File: src/rtl/crypto_seq_ctrl.sv
// Sequencer between a valid/ready host and a three-stage crypto core: launches
// one block at a time, waits for the result with a timeout and returns it.
module crypto_seq_ctrl #(
  parameter int             DATA_W      = 16,
  parameter int             KEY_W       = 5,
  parameter int             TIMEOUT     = 64,
  parameter int             CNT_W       = 16,
  parameter logic [KEY_W-1:0] DEFAULT_KEY = 5'h00
) (
  input  logic              clk,
  input  logic              rst,
  input  logic              cfg_key_we,
  input  logic [KEY_W-1:0]  cfg_key,
  input  logic              err_clr,
  input  logic              in_valid,
  output logic              in_ready,
  input  logic [DATA_W-1:0] in_data,
  output logic              core_start,
  output logic [DATA_W-1:0] core_data,
  output logic [KEY_W-1:0]  core_key,
  input  logic              core_done,
  input  logic [DATA_W-1:0] core_result,
  output logic              out_valid,
  input  logic              out_ready,
  output logic [DATA_W-1:0] out_data,
  output logic              busy,
  output logic [1:0]        err,
  output logic [CNT_W-1:0]  blk_count
);

  localparam int TMR_W = (TIMEOUT > 2) ? $clog2(TIMEOUT) : 1;
  localparam logic [TMR_W-1:0] TMR_LAST = TMR_W'(TIMEOUT - 1);

  typedef enum logic [1:0] {
    IDLE  = 2'd0,
    ISSUE = 2'd1,
    WAIT  = 2'd2,
    DRAIN = 2'd3
  } state_t;

  state_t             state_r;
  state_t             state_next_s;
  logic [TMR_W-1:0]   timer_r;
  logic [DATA_W-1:0]  core_data_r;
  logic [DATA_W-1:0]  out_data_r;
  logic [KEY_W-1:0]   core_key_r;
  logic [CNT_W-1:0]   blk_count_r;
  logic [1:0]         err_r;
  logic [1:0]         err_next_s;
  logic               in_ready_r;
  logic               busy_r;
  logic               core_start_r;
  logic               out_valid_r;

  logic accept_s;
  logic done_s;
  logic timeout_s;
  logic out_hs_s;
  logic key_wr_s;
  logic key_err_s;

  assign accept_s  = (state_r == IDLE) && in_valid;
  assign done_s    = (state_r == WAIT) && core_done;
  // core_done beats the timeout when both land on the last WAIT cycle
  assign timeout_s = (state_r == WAIT) && !core_done && (timer_r == TMR_LAST);
  assign out_hs_s  = (state_r == DRAIN) && out_ready;
  assign key_wr_s  = cfg_key_we && (state_r == IDLE);
  assign key_err_s = cfg_key_we && (state_r != IDLE);

  // Next-state decode
  always_comb begin
    state_next_s = state_r;
    case (state_r)
      IDLE: begin
        if (accept_s) state_next_s = ISSUE;
        else          state_next_s = IDLE;
      end
      ISSUE: state_next_s = WAIT;
      WAIT: begin
        if (done_s)         state_next_s = DRAIN;
        else if (timeout_s) state_next_s = IDLE;
        else                state_next_s = WAIT;
      end
      DRAIN: begin
        if (out_hs_s) state_next_s = IDLE;
        else          state_next_s = DRAIN;
      end
      default: state_next_s = IDLE;
    endcase
  end

  // Sticky error flags: a new event outranks a same-cycle clear
  always_comb begin
    err_next_s = err_r;
    if (timeout_s)    err_next_s[0] = 1'b1;
    else if (err_clr) err_next_s[0] = 1'b0;
    else              err_next_s[0] = err_r[0];
    if (key_err_s)    err_next_s[1] = 1'b1;
    else if (err_clr) err_next_s[1] = 1'b0;
    else              err_next_s[1] = err_r[1];
  end

  // State register and state-decoded output flops
  always_ff @(posedge clk or negedge rst) begin
    if (!rst) begin
      state_r      <= IDLE;
      in_ready_r   <= 1'b1;
      busy_r       <= 1'b0;
      core_start_r <= 1'b0;
      out_valid_r  <= 1'b0;
    end else begin
      state_r      <= state_next_s;
      in_ready_r   <= (state_next_s == IDLE);
      busy_r       <= (state_next_s != IDLE);
      core_start_r <= (state_next_s == ISSUE);
      out_valid_r  <= (state_next_s == DRAIN);
    end
  end

  // Datapath: block/result capture, key, timer, counter, errors
  always_ff @(posedge clk or negedge rst) begin
    if (!rst) begin
      core_data_r <= {DATA_W{1'b0}};
      out_data_r  <= {DATA_W{1'b0}};
      core_key_r  <= DEFAULT_KEY;
      timer_r     <= {TMR_W{1'b0}};
      blk_count_r <= {CNT_W{1'b0}};
      err_r       <= 2'b00;
    end else begin
      err_r <= err_next_s;
      if (accept_s) core_data_r <= in_data;
      if (done_s)   out_data_r  <= core_result;
      if (key_wr_s) core_key_r  <= cfg_key;
      if (out_hs_s) blk_count_r <= blk_count_r + CNT_W'(1);
      if (state_r == ISSUE)     timer_r <= {TMR_W{1'b0}};
      else if (state_r == WAIT) timer_r <= timer_r + TMR_W'(1);
      else                      timer_r <= timer_r;
    end
  end

  assign in_ready   = in_ready_r;
  assign busy       = busy_r;
  assign core_start = core_start_r;
  assign out_valid  = out_valid_r;
  assign core_data  = core_data_r;
  assign out_data   = out_data_r;
  assign core_key   = core_key_r;
  assign err        = err_r;
  assign blk_count  = blk_count_r;

endmodule

File: config.mk
export PLATFORM = sky130hd
export DESIGN_NAME = crypto_seq_ctrl
export DESIGN_NICKNAME = d
export VERILOG_FILES = /design/src/rtl/crypto_seq_ctrl.sv
export SDC_FILE = /design/constraint.sdc
export NUM_CORES = 1
export LEC_CHECK = 0
export BUFFER_PORTS_ARGS = -buffer_cell sky130_fd_sc_hd__buf_4
export CORE_ASPECT_RATIO = 1.1
export CORE_MARGIN = 1
export CORE_UTILIZATION = 52
export DETAILED_ROUTE_END_ITERATION = 12
export PLACE_DENSITY = 0.95
export SLEW_MARGIN = 15
export SYNTH_ARGS = -nofsm -noshare
export SYNTH_HDL_FRONTEND = slang
export SYNTH_SLANG_ARGS = --single-unit
File: constraint.sdc
create_clock -name clk -period 2.4 [get_ports clk]
set_input_delay 0.36 -clock clk [delete_from_list [all_inputs] [get_ports clk]]
set_output_delay 0.36 -clock clk [all_outputs]
set_load 0.01 [all_outputs]
After elaboration in Yosys (flattened, before gate mapping) --
Cells that the tools add are included.
Storage, ports and cells: register bits 67, input port bits 44, output and inout bits 59, logic and storage cells 45
Operators by class: add/subtract/negate cells 2, equal/unequal tests 6, muxes and demuxes 10, reduce and logical (&&, ||, !) cells 15
Operators with widths (count):
- 16-bit by 1-bit adder with 16-bit output, second input constant | 1
- 6-bit two-way mux | 2
- 2-bit nonzero test | 5
- 2-bit case mux with 4 select lines | 1
- 1-bit logical AND | 7
- 6-bit by 1-bit adder with 6-bit output, second input constant | 1
- 2-bit == test, second input constant | 3
- 6-bit == test, second input constant | 1
- 2-bit two-way mux | 3
- 2-bit by 1-bit == test with 1-bit output, second input constant | 2
- 2-bit logical NOT | 2
- 1-bit two-way mux | 4
- 1-bit logical NOT | 1

Depth between registers and ports, before layout --
Gate-level depths: netlist of the first run.
depth in word-level cells 7, gate-level depth with buffers 7, mapped depth without buffers 7

Worst setup path before layout of the first run --
No wires, ideal clock.
path kind register to register, from register state_r[0], to register core_data_r[10] (netlist: core_data[10]), library setup time 0.125 ns, arrival 1.443 ns, required time 2.275 ns, slack 0.833 ns, stages on the path, launching flop included 6, buffers on the path 1, clock period less this slack 1.567 ns, path through dfrtp_1 inv_1 ha_1 nand2_1 buf_2 mux2_2
On the way: word-level cells in the longest chain between the ends 2
Ends and longest elaborated chain:
- from (decl) | RTL line 41 | state_t state_r;
- from (signal assigned) | RTL line 112 | state_r <= state_next_s;
- 2-bit logical NOT | RTL line 62 | assign accept_s = (state_r == IDLE) && in_valid;
- 1-bit logical AND | RTL line 62
- to (signal assigned) | RTL line 123 | core_data_r <= {DATA_W{1'b0}};
- to (signal assigned) | RTL line 131 | if (accept_s) core_data_r <= in_data;
- to (decl) | RTL line 44 | logic [DATA_W-1:0] core_data_r;
No other way between the ends. A chain may end at the register's enable or synchronous reset.

Worst setup path after layout of the first run --
from register state_r[1], to register out_valid_r (netlist: out_valid)
On the way: elaborated cells between the ends (all ways) 15, those cells by class eq/ne: 4; mux: 5; reduce/logical: 6
RTL lines:
- 2-bit == test (tied with other cells) | RTL line 66, 73
- 1-bit logical AND, on equally long branches | RTL line 66, 62, 63
- 2-bit two-way mux (tied with other cells) | RTL line 85 | if (out_hs_s) state_next_s = IDLE;
- 2-bit case mux with 4 select lines (*) | RTL line 73 | case (state_r)
- via state_next_s[0] | RTL line 42 | state_t state_next_s;
- 2-bit == test (*) | RTL line 116 | out_valid_r <= (state_next_s == DRAIN);
- to (signal assigned) | RTL line 116
- to (decl) | RTL line 53 | logic out_valid_r;
The timed path passes the listed nets; every way through them passes the cells marked *.

==> key figures, run 1 <==
Status
  – Outcome: finished with violations
  – Failing checks: DRC

Finish
  – Nets: 358
  – Share of layout cells above drive strength 1: 51.12%
  – Sequential Area: 0.001678 mm^2
  – Final instance area: ~0.0038 mm^2
  – Multi-input gate area: around 1000 um^2
  – Fillers: about 340
  – Utilization after layout: 74.75%
  – Layout area overhead: 38.25%
  – Number of inserted diodes: 0

Route
  – Drt first pass iters: 8
  – DR vias/cell: 5.213
  – Antenna violation net count after detailed routing: 0
  – DRT iter0 DRCs: approximately 110
  – DR DRC count: 8
  – Vias: 1,934
  – WL final: roughly 5500 um
  – Drt wl/cell: 14.94 um

Power
  – Total Power: 4.588 mW
  – Sw Ratio: 31.53%
  – Static leakage: 1.876 nW
  – Comb power frac: 37.9%
  – Clock power frac: 21.6%
  – Sw power: 1.446 mW
  – Peak supply drop: 0.7966 mV
  – P_int: 3.141 mW
  – Pwr/cell area: 1219 mW/mm^2
  – Seq pwr share: 40.4%

Logic synthesis
  – Yosys cell types: 31
  – Xor/xnor share of the synthesized area: around 5.5%
  – Largest cells by area after synthesis: dfrtp_1 (61%), mux2_2 (16%), xnor2_1 (3.2%)
  – Synth Area per Inst: 13.81 um^2
  – Top FF cell, synth: dfrtp_1
  – Yosys reg bits: 67
  – Synth Area in Compound Gates: 2.759%
  – Synthesis Warnings: 0
  – Post-synthesis mux area share: 16.09%
  – Largest family of logic cells by synthesized area: multiplexers
  – Synthesized area: 0.002721 mm^2
  – Cell count after synthesis: around 200
  – Synth top area share: 60.69%
  – Leading area contributor after synthesis: dfrtp_1
  – Async S/R FF share, synth: 100.0%
  – EDFF count, synth: 0
  – Syn nets: 247
  – Sequential-to-total area share from yosys stat: 61.66%
  – Simple-gate portion of the synthesized area: 9.517%
  – Post-synthesis adder-cell area fraction: 2.759%

Die
  – Die footprint: 0.005527 mm^2
  – Core Area: 0.005034 mm^2
  – Die Y: 77.88 um
  – Row count: 27
  – # IOs: between 100 and 150
  – Initial Util: a little over half
  – Die X: approximately 71 um

Placement
  – Input/output buffers: roughly 100
  – DP Area: around 0.0036 mm^2
  – Post-Place Worst Slack: 0.5888 ns
  – Post-DP HPWL: 4033 um
  – Gpl congestion: 0.7046

Timing
  – Final min period: 1.836 ns
  – Worst-Margin Slew: 0.8115 ns
  – Setup-failing EPs final: 0
  – Clock Skews: 0.01365 ns
  – Final Slew Violations: 0
  – Final TNS setup: 0 ns
  – Period utilization: 76.51%
  – RSZ-0062 raised after global routing: no
  – Final WS setup: around 0.56 ns
  – Relative slew slack: 45.90%
  – Max Freq: 544.6 MHz
  – Final Hold Viols: 0

Worst setup path
  – Crit-path max FO: 17
  – WP data arrival: 2.07 ns
  – Crit-path max cell delay: between 0.5 and 0.6 ns
  – Crit path required time: 2.63 ns
  – CP Launch Point: state_r[1]
  – Reg2reg start: state_r[1]
  – Setup CP Type: reg2reg
  – Worst path most repeated cell: inv_1
  – Crit end category: flop
  – Worst path cell trace: inv_1 -> ha_1 -> nand2_1 -> o21a_1 -> inv_1 -> and2_1
  – CP max stage cell: nand2_1
  – Worst setup SP type: flop

Clock tree
  – Post-CTS setup buffers: 0
  – # clock sinks: 67
  – Clk root buf: clkbuf_8
  – Clk_lat worst skew: 0.34 ns
  – Max clock buf depth: 2
  – Hold-fix buffers, CTS: 0
  – CTS tree: yes
  – TritonCTS Buffers: 9
  – Worst-path clk slew: 0.08 ns
  – H-tree levels: 3
  – CTS resizes: 0

Global routing
  – GRT Total Usage: roughly 22%
  – Met1 GRT Util: about a quarter
  – Met2 GRT Util: 35.96%
  – Vias in the first global route: 1,972
  – Largest net degree at the start of global routing: 68
  – GR Overflow Total: 0
  – Most Crowded Layer GR: met2
  – Initial antenna violation count: 0
  – Global routing usage on met3: 7.143%
  – First-pass GRT wire length: 8976 um

Run
  – Max Cap Viol: 0

Hold path
  – Min-Delay Path Class: in2async
-- stage by stage --
stage / hold slack (ns) / instances
detailed placement: 0.4857 / 355
global placement: 0.4741 / 355
floorplan: 0.06441 / 197
global route: 0.1812 / 371
CTS: 0.1341 / 371
finish: 0.1159 / 371
-- metal layers --
layer | share of wire (%) | vias up
met3 | 7.9 | 17
met4 | 3.4 | 0
li1 | - | 903
met2 | 50 | 76
met1 | 38 | 938
met5 | 0 | -
-- flip-flops by register name, indices dropped and copies added, names as in the netlist --
signal,count
busy,1
out_valid,1
core_start,1
in_ready,1
timer_r,6
core_data,16
state_r,2
err,2
out_data,16
core_key,5
blk_count,16
-- logic make-up after synthesis --
group	after synthesis
DFF	67
and+or+nand+nor	43
muxes	39
xor gates and xnor gates	17
AOI/OAI and AO/OA	13
buffers and inverters	12
adders and majority gates	6
-- path summary, 6_finish.rpt --
path	to	slack (ns)	cells after the start
worst max register to register	out_valid	0.56	6
worst max-delay path	out_valid	0.56	6
worst min register to register	blk_count[13]	0.49	1
worst min-delay path	blk_count[12]	0.12	1
min in group clk	err[1]	0.19	2
max in group asynchronous	core_key[4]	1.75	1
-- placed cells by master, fill, tap and decap left out, drive strengths merged --
cell / count
dfrtp: 66
inv: 9
o21ai: 5
a21oi: 2
bufinv: 2
dfstp: 1
mux2: 38
nand2b: 4
nand2: 11
nor2: 7
and2: 2
a31oi: 2
ha: 6
and4: 2
nand3: 8
o22ai: 2
nor4: 2
nand4b: 1
xor2: 7
o31ai: 1
buf: 103
o21a: 1
clkbuf: 11
clkinv: 2
mux2i: 1
xnor2: 10
clkinvlp: 1
nand3b: 1
and3: 2
nor3: 1
nand4: 2
-- power by group through the flow --
stage | sequential (mW) | combinational [mW] | clock (mW)
global placement | 1.84 | 1.70 | 0
floorplan | 2.02 | 0.739 | 0
global route | 1.91 | 1.89 | 1.06
CTS | 1.86 | 1.77 | 1.01
detailed placement | 1.87 | 1.76 | 0
finish | 1.86 | 1.74 | 0.992
-- final cells by class --
class,count,area share (%)
clock inverter,5,2.062
sequential,67,44.60
timing repair buffer,103,20.55
clock buffer,11,3.492
multi-input combinational,118,26.47
inverter,9,0.8979
tap,58,1.929
-- critical path, delay by kind of cell, from the launching register on --
kind / cells / cell delay [ns]
AO/OA/AOI/OAI: 1 / 0.25
adder cells (fa/ha/maj): 1 / 0.24
buffers and inverters: 2 / 0.16
flip-flops: 1 / 0.42
AND/OR/NAND/NOR: 2 / 0.66
-- cells in the mapped netlist (4+ instances only) --
| master | count |
|---|---|
| xor2_1 | 7 |
| xnor2_1 | 10 |
| nand3_1 | 7 |
| nand2b_1 | 4 |
| o21ai_0 | 4 |
| nand2_1 | 10 |
| mux2_2 | 38 |
| dfrtp_1 | 66 |
| ha_1 | 6 |
| inv_1 | 9 |
| nor2_1 | 7 |
Note: power is estimated with default switching activity, not from simulation.
==> run 2, diff against run 1 <==
ABC_AREA = 1   (was unset)
CORE_UTILIZATION = 49   (was 52)
PLACE_DENSITY = 0.91   (was 0.95)
clock period = 1.92 ns   (was 2.4 ns; I/O delays follow)
==> key figures, run 2 <==
Status
  – Outcome: completed

Logic synthesis
  – Top FF cell, synth: dfrtp_1
  – Most common cell in the synthesized netlist: dfrtp_1
  – EDFF count, synth: 0 (unchanged)
  – Sequential-to-total area share from yosys stat: 58.71% (-2.9 points)
  – Synth top area share: 57.79% (-2.9 points)
  – Synthesis Warnings: 0 (unchanged)
  – Synthesized area: 0.002858 mm^2 (+5.0%)
  – Commonest cells post-synth: dfrtp_1 (66), mux2_2 (38), nand2_1 (36)
  – Yosys reg bits: 67 (unchanged)
  – Async S/R FF share, synth: 100.0% (unchanged)
  – Largest cells by area after synthesis: dfrtp_1 (58%), mux2_2 (15%), nand2_1 (4.7%)
  – Leading area contributor after synthesis: dfrtp_1
  – Cell count after synthesis: 238 (+21%)
  – Yosys cell types: 27 (-13%)
  – Syn nets: 288 (+17%)
  – Synth Area per Inst: 12.01 um^2 (-13%)

Finish
  – Sequential Area: 0.001678 mm^2 (unchanged)
  – Multi-input gate area: 0.001071 mm^2 (+7.5%)
  – Utilization after layout: 71.25% (-3.5 points)
  – Share of layout cells above drive strength 1: 47.89% (-3.2 points)
  – Number of inserted diodes: 0 (unchanged)
  – Post-Layout Cell Count: 430 (+16%)
  – Final instance area: 0.003919 mm^2 (+4.2%)
  – Leading cell type in the layout, fill and taps excluded: buf_4
  – Commonest non-fill, non-tap cells in the layout: buf_4 (102), dfrtp_1 (66), mux2_2 (38)
  – Nets: 401 (+12%)
  – Layout area overhead: 37.13%
  – Fillers: 404 (+18%)

Power
  – Peak supply drop: 0.9833 mV (+23%)
  – Total Power: 5.651 mW (+23%)
  – Pwr/cell area: 1442 mW/mm^2 (+18%)
  – Static leakage: 2.009 nW (+7.1%)

Route
  – DRT iter0 DRCs: 64 (-41%)
  – Drt first pass iters: 4 (-4)
  – Vias: 2,077 (+7.4%)
  – DR vias/cell: 4.830 (-7.3%)
  – Antenna violation net count after detailed routing: 0 (unchanged)
  – Drt wl/cell: 12.82 um (-14%)
  – WL final: 5513 um (-0.52%)
  – DR DRC count: 0 (-8)

Timing
  – Worst hold margin: 0.1546 ns (+0.03862 ns)
  – Max Freq: 607.3 MHz (+12%)
  – Final Slew Violations: 0 (unchanged)
  – Final WS setup: 0.2734 ns (-0.2903 ns)
  – Clock Skews: 0.005556 ns (-0.008096 ns)
  – Final min period: 1.647 ns (-0.1897 ns)
  – RSZ-0062 raised after global routing: no
  – Final TNS setup: 0 ns (unchanged)
  – Final Hold Viols: 0 (unchanged)
  – Period utilization: 85.76% (+9.2 points)
  – Relative slew slack: 71.86% (+26 points)
  – Setup-failing EPs final: 0 (unchanged)
  – Worst-Margin Slew: 0.4222 ns (-0.3893 ns)

Die
  – Initial Util: 51.96% (-2.1 points)
  – # IOs: 103 (unchanged)
  – Row count: 28 (+3.7%)
  – Die footprint: 0.006142 mm^2 (+11%)
  – Core Area: 0.005500 mm^2 (+9.3%)
  – Die X: 74.82 um (+5.4%)
  – Die Y: 82.10 um (+5.4%)

Global routing
  – GRT Total Usage: 19.13% (-2.8 points)
  – Largest net degree at the start of global routing: 36 (-47%)
  – Vias in the first global route: 2,039 (+3.4%)
  – Initial antenna violation count: 0 (unchanged)
  – First-pass GRT wire length: 8673 um (-3.4%)
  – GR Overflow Total: 0 (unchanged)

Worst setup path
  – Crit end category: flop
  – WP data arrival: 1.86 ns (-0.21 ns)
  – Crit-path max FO: 17 (unchanged)
  – Setup CP Type: reg2reg
  – Crit path required time: 2.13 ns (-0.50 ns)
  – CP Launch Point: state_r[0]
  – Reg2reg start: state_r[0]
  – Worst setup SP type: flop

Clock tree
  – H-tree levels: 3 (unchanged)
  – Worst-path clk slew: 0.06 ns (-0.02 ns)
  – Post-CTS setup buffers: 0 (unchanged)
  – TritonCTS Buffers: 9 (unchanged)
  – Max clock buf depth: 2 (unchanged)
  – Clk root buf: clkbuf_8
  – Clk_lat worst skew: 0.32 ns (-0.02 ns)
  – CTS tree: yes
  – # clock sinks: 67 (unchanged)

Placement
  – Post-DP HPWL: 4192 um (+3.9%)
  – Post-Place Worst Slack: 0.2668 ns (-0.3220 ns)
  – DP Area: 0.003715 mm^2 (+4.5%)
  – Gpl congestion: 0.7778 (+10%)
  – Dpl cells: 414 (+17%)
  – Input/output buffers: 102 (unchanged)

Hold path
  – Hold path start: err_clr
  – Min-Delay Path Class: in2reg

Run
  – Max Cap Viol: 0 (unchanged)
run 2: cell types whose count changed after synthesis, sizes merged, moves of 2 or more:
cell	previous run	this run
nand2b	4	0
nor4	2	0
a21oi	2	6
nand4	2	4
and2	2	0
nor2	7	20
xnor2	10	3
nand3b	1	3
inv	9	23
a31oi	2	0
nand2	11	40
and4	2	0
o22ai	2	0
run 2: kinds of logic (layout without fill, tap and decap cells):
kind of cell / count (synthesis) / after routing / share of synthesized area (%)
flip-flops: 67 / 67 / 58.71
AO/OA/AOI/OAI: 13 / 13 / 2.364
XOR/XNOR: 11 / 11 / 3.634
AND/OR/NAND/NOR: 77 / 77 / 13.53
multiplexers: 39 / 39 / 15.32
adder cells (fa/ha/maj): 6 / 6 / 2.627
buffers and inverters: 25 / 142 / 3.809
run 2: layout make-up:
cell class | instances | share of cell area (%)
tap | 75 | 2.395
clock inverter | 2 | 0.8940
sequential | 67 | 42.82
inverter | 23 | 2.203
timing repair buffer | 104 | 20.31
multi-input combinational | 146 | 27.33
clock buffer | 13 | 4.055
run 2: metal layers:
| layer | global-route usage, % | share of wire (%) | up-vias |
|---|---|---|---|
| li1 | - | - | 1002 |
| met1 | 21.22 | 40 | 983 |
| met2 | 33.69 | 51 | 85 |
| met3 | 5.704 | 7.8 | 7 |
| met4 | 8.491 | 1.4 | 0 |
| met5 | 0 | 0 | - |
run 2: timing repair:
action                                 4_1_cts  5_1_grt
hold buffers                                 1        0
resized for setup                            0        0
endpoints found under the hold margin       32        0
run 2: report_power, final:
group | internal, mW | switching (mW) | total (mW)
combinational | 1.23 | 0.975 | 2.20
clock | 0.663 | 0.468 | 1.13
sequential | 1.98 | 0.337 | 2.32
total | 3.87 | 1.78 | 5.65
run 2: worst max-delay path, stage by stage, from the launching register on:
cell and delay [ns]:
dfrtp_1 0.39, inv_1 0.09, ha_1 0.23, nand2_2 0.31, o21ai_0 0.18, nand2_1 0.09, nand2_1 0.07, inv_1 0.11
nand2_1 0.06
run 2: final timing paths:
path / end / slack [ns] / cells past startpoint
max: busy / 0.27 / 8
min: err[1] / 0.15 / 2
max reg2reg: busy / 0.27 / 8
min reg2reg: blk_count[15] / 0.50 / 2
max in group asynchronous: in_ready / 0.88 / 3
min in group asynchronous: blk_count[11] / 0.45 / 2
==> run 3, diff against run 2 <==
CORE_UTILIZATION = 51   (was 49)
CTS_BUF_LIST = sky130_fd_sc_hd__clkbuf_4   (was unset)
PLACE_DENSITY = 0.94   (was 0.91)
==> key figures, run 3 (synthesis gave the netlist of run 2 again) <==
Clock tree
  – H-tree levels: 3 (unchanged)
  – # clock sinks: 67 (unchanged)
  – Max clock buf depth: 2 (unchanged)
  – Post-CTS setup buffers: 0 (unchanged)
  – Worst-path clk slew: 0.10 ns (+0.04 ns)
  – TritonCTS Buffers: 9 (unchanged)
  – CTS resizes: 0 (unchanged)
  – Hold-fix buffers, CTS: 1 (unchanged)
  – Clk root buf: clkbuf_4
  – Clk_lat worst skew: 0.39 ns (+0.07 ns)
  – CTS tree: yes

Worst setup path
  – WP data arrival: 1.88 ns (+0.02 ns)
  – Worst setup SP type: flop
  – Reg2reg start: state_r[0]
  – Crit-path max FO: 17 (unchanged)
  – Worst R2R End: busy
  – Worst path most repeated cell: nand2_1
  – Worst path cell trace: inv_1 -> ha_1 -> nand2_2 -> o21ai_0 -> nand2_1 -> nand2_1 -> inv_1 -> nand2_1
  – Setup CP Type: reg2reg
  – R2r worst-path depth: 8 (unchanged)
  – End point of the critical path: busy
  – CP max stage cell: dfrtp_1
  – Crit-path max cell delay: 0.38 ns (about the same)
  – Crit path required time: 2.20 ns (+0.07 ns)
  – Crit end category: flop
  – R2R setup slack: 0.32 ns (+0.05 ns)
  – CP Launch Point: state_r[0]

Global routing
  – Vias in the first global route: 2,166 (+6.2%)
  – GRT Total Usage: 20.62% (+1.5 points)
  – Initial antenna violation count: 0 (unchanged)
  – Largest net degree at the start of global routing: 68 (+89%)
  – First-pass GRT wire length: 9073 um (+4.6%)
  – GR Overflow Total: 0 (unchanged)

Finish
  – Commonest non-fill, non-tap cells in the layout: buf_4 (102), dfrtp_1 (66), mux2_2 (38)
  – Share of layout cells above drive strength 1: 48.31% (+0.42 points)
  – Number of inserted diodes: 0 (unchanged)
  – Nets: 400 (-0.25%)
  – Leading cell type in the layout, fill and taps excluded: buf_4
  – Layout area overhead: 34.19%

Timing
  – RSZ-0062 raised after global routing: no
  – Final Hold Viols: 0 (unchanged)
  – Final Slew Violations: 0 (unchanged)
  – Final min period: 1.598 ns (-0.04879 ns)
  – Period utilization: 83.22% (-2.5 points)
  – Setup-failing EPs final: 0 (unchanged)
  – Worst-Margin Slew: 0.8063 ns (+0.3841 ns)
  – Worst hold margin: 0.1034 ns (-0.05118 ns)
  – Max Freq: 625.9 MHz (+3.1%)
  – Final TNS setup: 0 ns (unchanged)
  – Relative slew slack: 46.25% (-26 points)
  – Clock Skews: 0.01377 ns (+0.008210 ns)

Status
  – Outcome: completed

Placement
  – Gpl congestion: 0.7746 (-0.41%)
  – Post-DP HPWL: 4248 um (+1.3%)
  – Input/output buffers: 102 (unchanged)

Route
  – DR DRC count: 0 (unchanged)
  – Drt wl/cell: 12.80 um (-0.15%)
  – Vias: 2,076 (-0.048%)
  – DR vias/cell: 4.839 (+0.18%)
  – WL final: 5492 um (-0.38%)
  – DRT iter0 DRCs: 43 (-33%)
  – Antenna violation net count after detailed routing: 0 (unchanged)
  – Drt first pass iters: 4 (unchanged)

Die
  – Die Y: 80.51 um (-1.9%)
  – Row count: 28 (unchanged)
  – Initial Util: 52.97% (+1.0 points)
  – Core Area: 0.005395 mm^2 (-1.9%)
  – Die X: 73.37 um (-1.9%)
  – # IOs: 103 (unchanged)
  – Die footprint: 0.005907 mm^2 (-3.8%)

Power
  – Peak supply drop: 0.7918 mV (-19%)
  – Total Power: 5.372 mW (-4.9%)
  – Pwr/cell area: 1401 mW/mm^2 (-2.9%)
  – Static leakage: 1.977 nW (-1.6%)

Hold path
  – Min-Delay Path Class: in2reg
  – Hold Path Stages: 2 (unchanged)

Run
  – Max Cap Viol: 0 (unchanged)
-- run 3: changes by cell type in the layout (fill, tap and decap cells not counted) --
cell / previous run / this run
buf_12: 1 / 0
clkbuf_1: 2 / 0
clkbuf_4: 0 / 12
clkbuf_8: 11 / 0
clkinv_2: 1 / 2
-- run 3: cell type report --
cell class,count,area (um^2)
multi-input cells,146,1071
inverters,23,86.33
well taps,75,93.84
repair buffers,103,775.7
flip-flops and latches,67,1678
fillers,421,1560
clock inverters,3,40.04
clock buffers,12,90.09
-- run 3: critical path, delay by kind of cell, from the launching register on --
kind,cells,cell delay (ns)
simple gates,4,0.52
buf+inv,2,0.19
fa+ha+maj,1,0.24
flops,1,0.38
compound gates,1,0.17
-- run 3: stage by stage --
step | cell area, um^2 | utilization [%] | cells | worst slack (ns)
final | 3835 | 71.08 | 429 | 0.3222
after global routing | 3835 | 71.08 | 429 | 0.1675
after CTS | 3835 | 71.08 | 429 | 0.3007
after detailed placement | 3695 | 68.48 | 413 | 0.3027
after global placement | 3695 | 68.48 | 413 | 0.3637
after floorplan | 2858 | - | 238 | 0.5335
-- run 3: how the worst min path moves through the flow --
| stage | startpoint | end |
|---|---|---|
| 3_3_place_gp | rst | blk_count[11] |
| 6_report | err_clr | err[1] |
| 2_1_floorplan | rst | blk_count[0] |
| 3_5_place_dp | rst | blk_count[11] |
| 5_1_grt | in_data[9] | core_data[9] |
| 4_1_cts | err_clr | err[1] |
-- run 3: per-layer routing --
layer,wire length [um],GRT usage [%],up-vias
met4,108,11.73,0
li1,-,-,1000
met3,431,5.521,11
met1,2120,22.42,975
met5,0,0,-
met2,2832,35.93,90
-- run 3: report_power, final --
part | internal (mW) | leakage, nW | total (mW) | switching, mW
sequential | 1.98 | 0.820 | 2.30 | 0.330
combinational | 1.22 | 1.08 | 2.20 | 0.972
clock | 0.431 | 0.0772 | 0.870 | 0.439
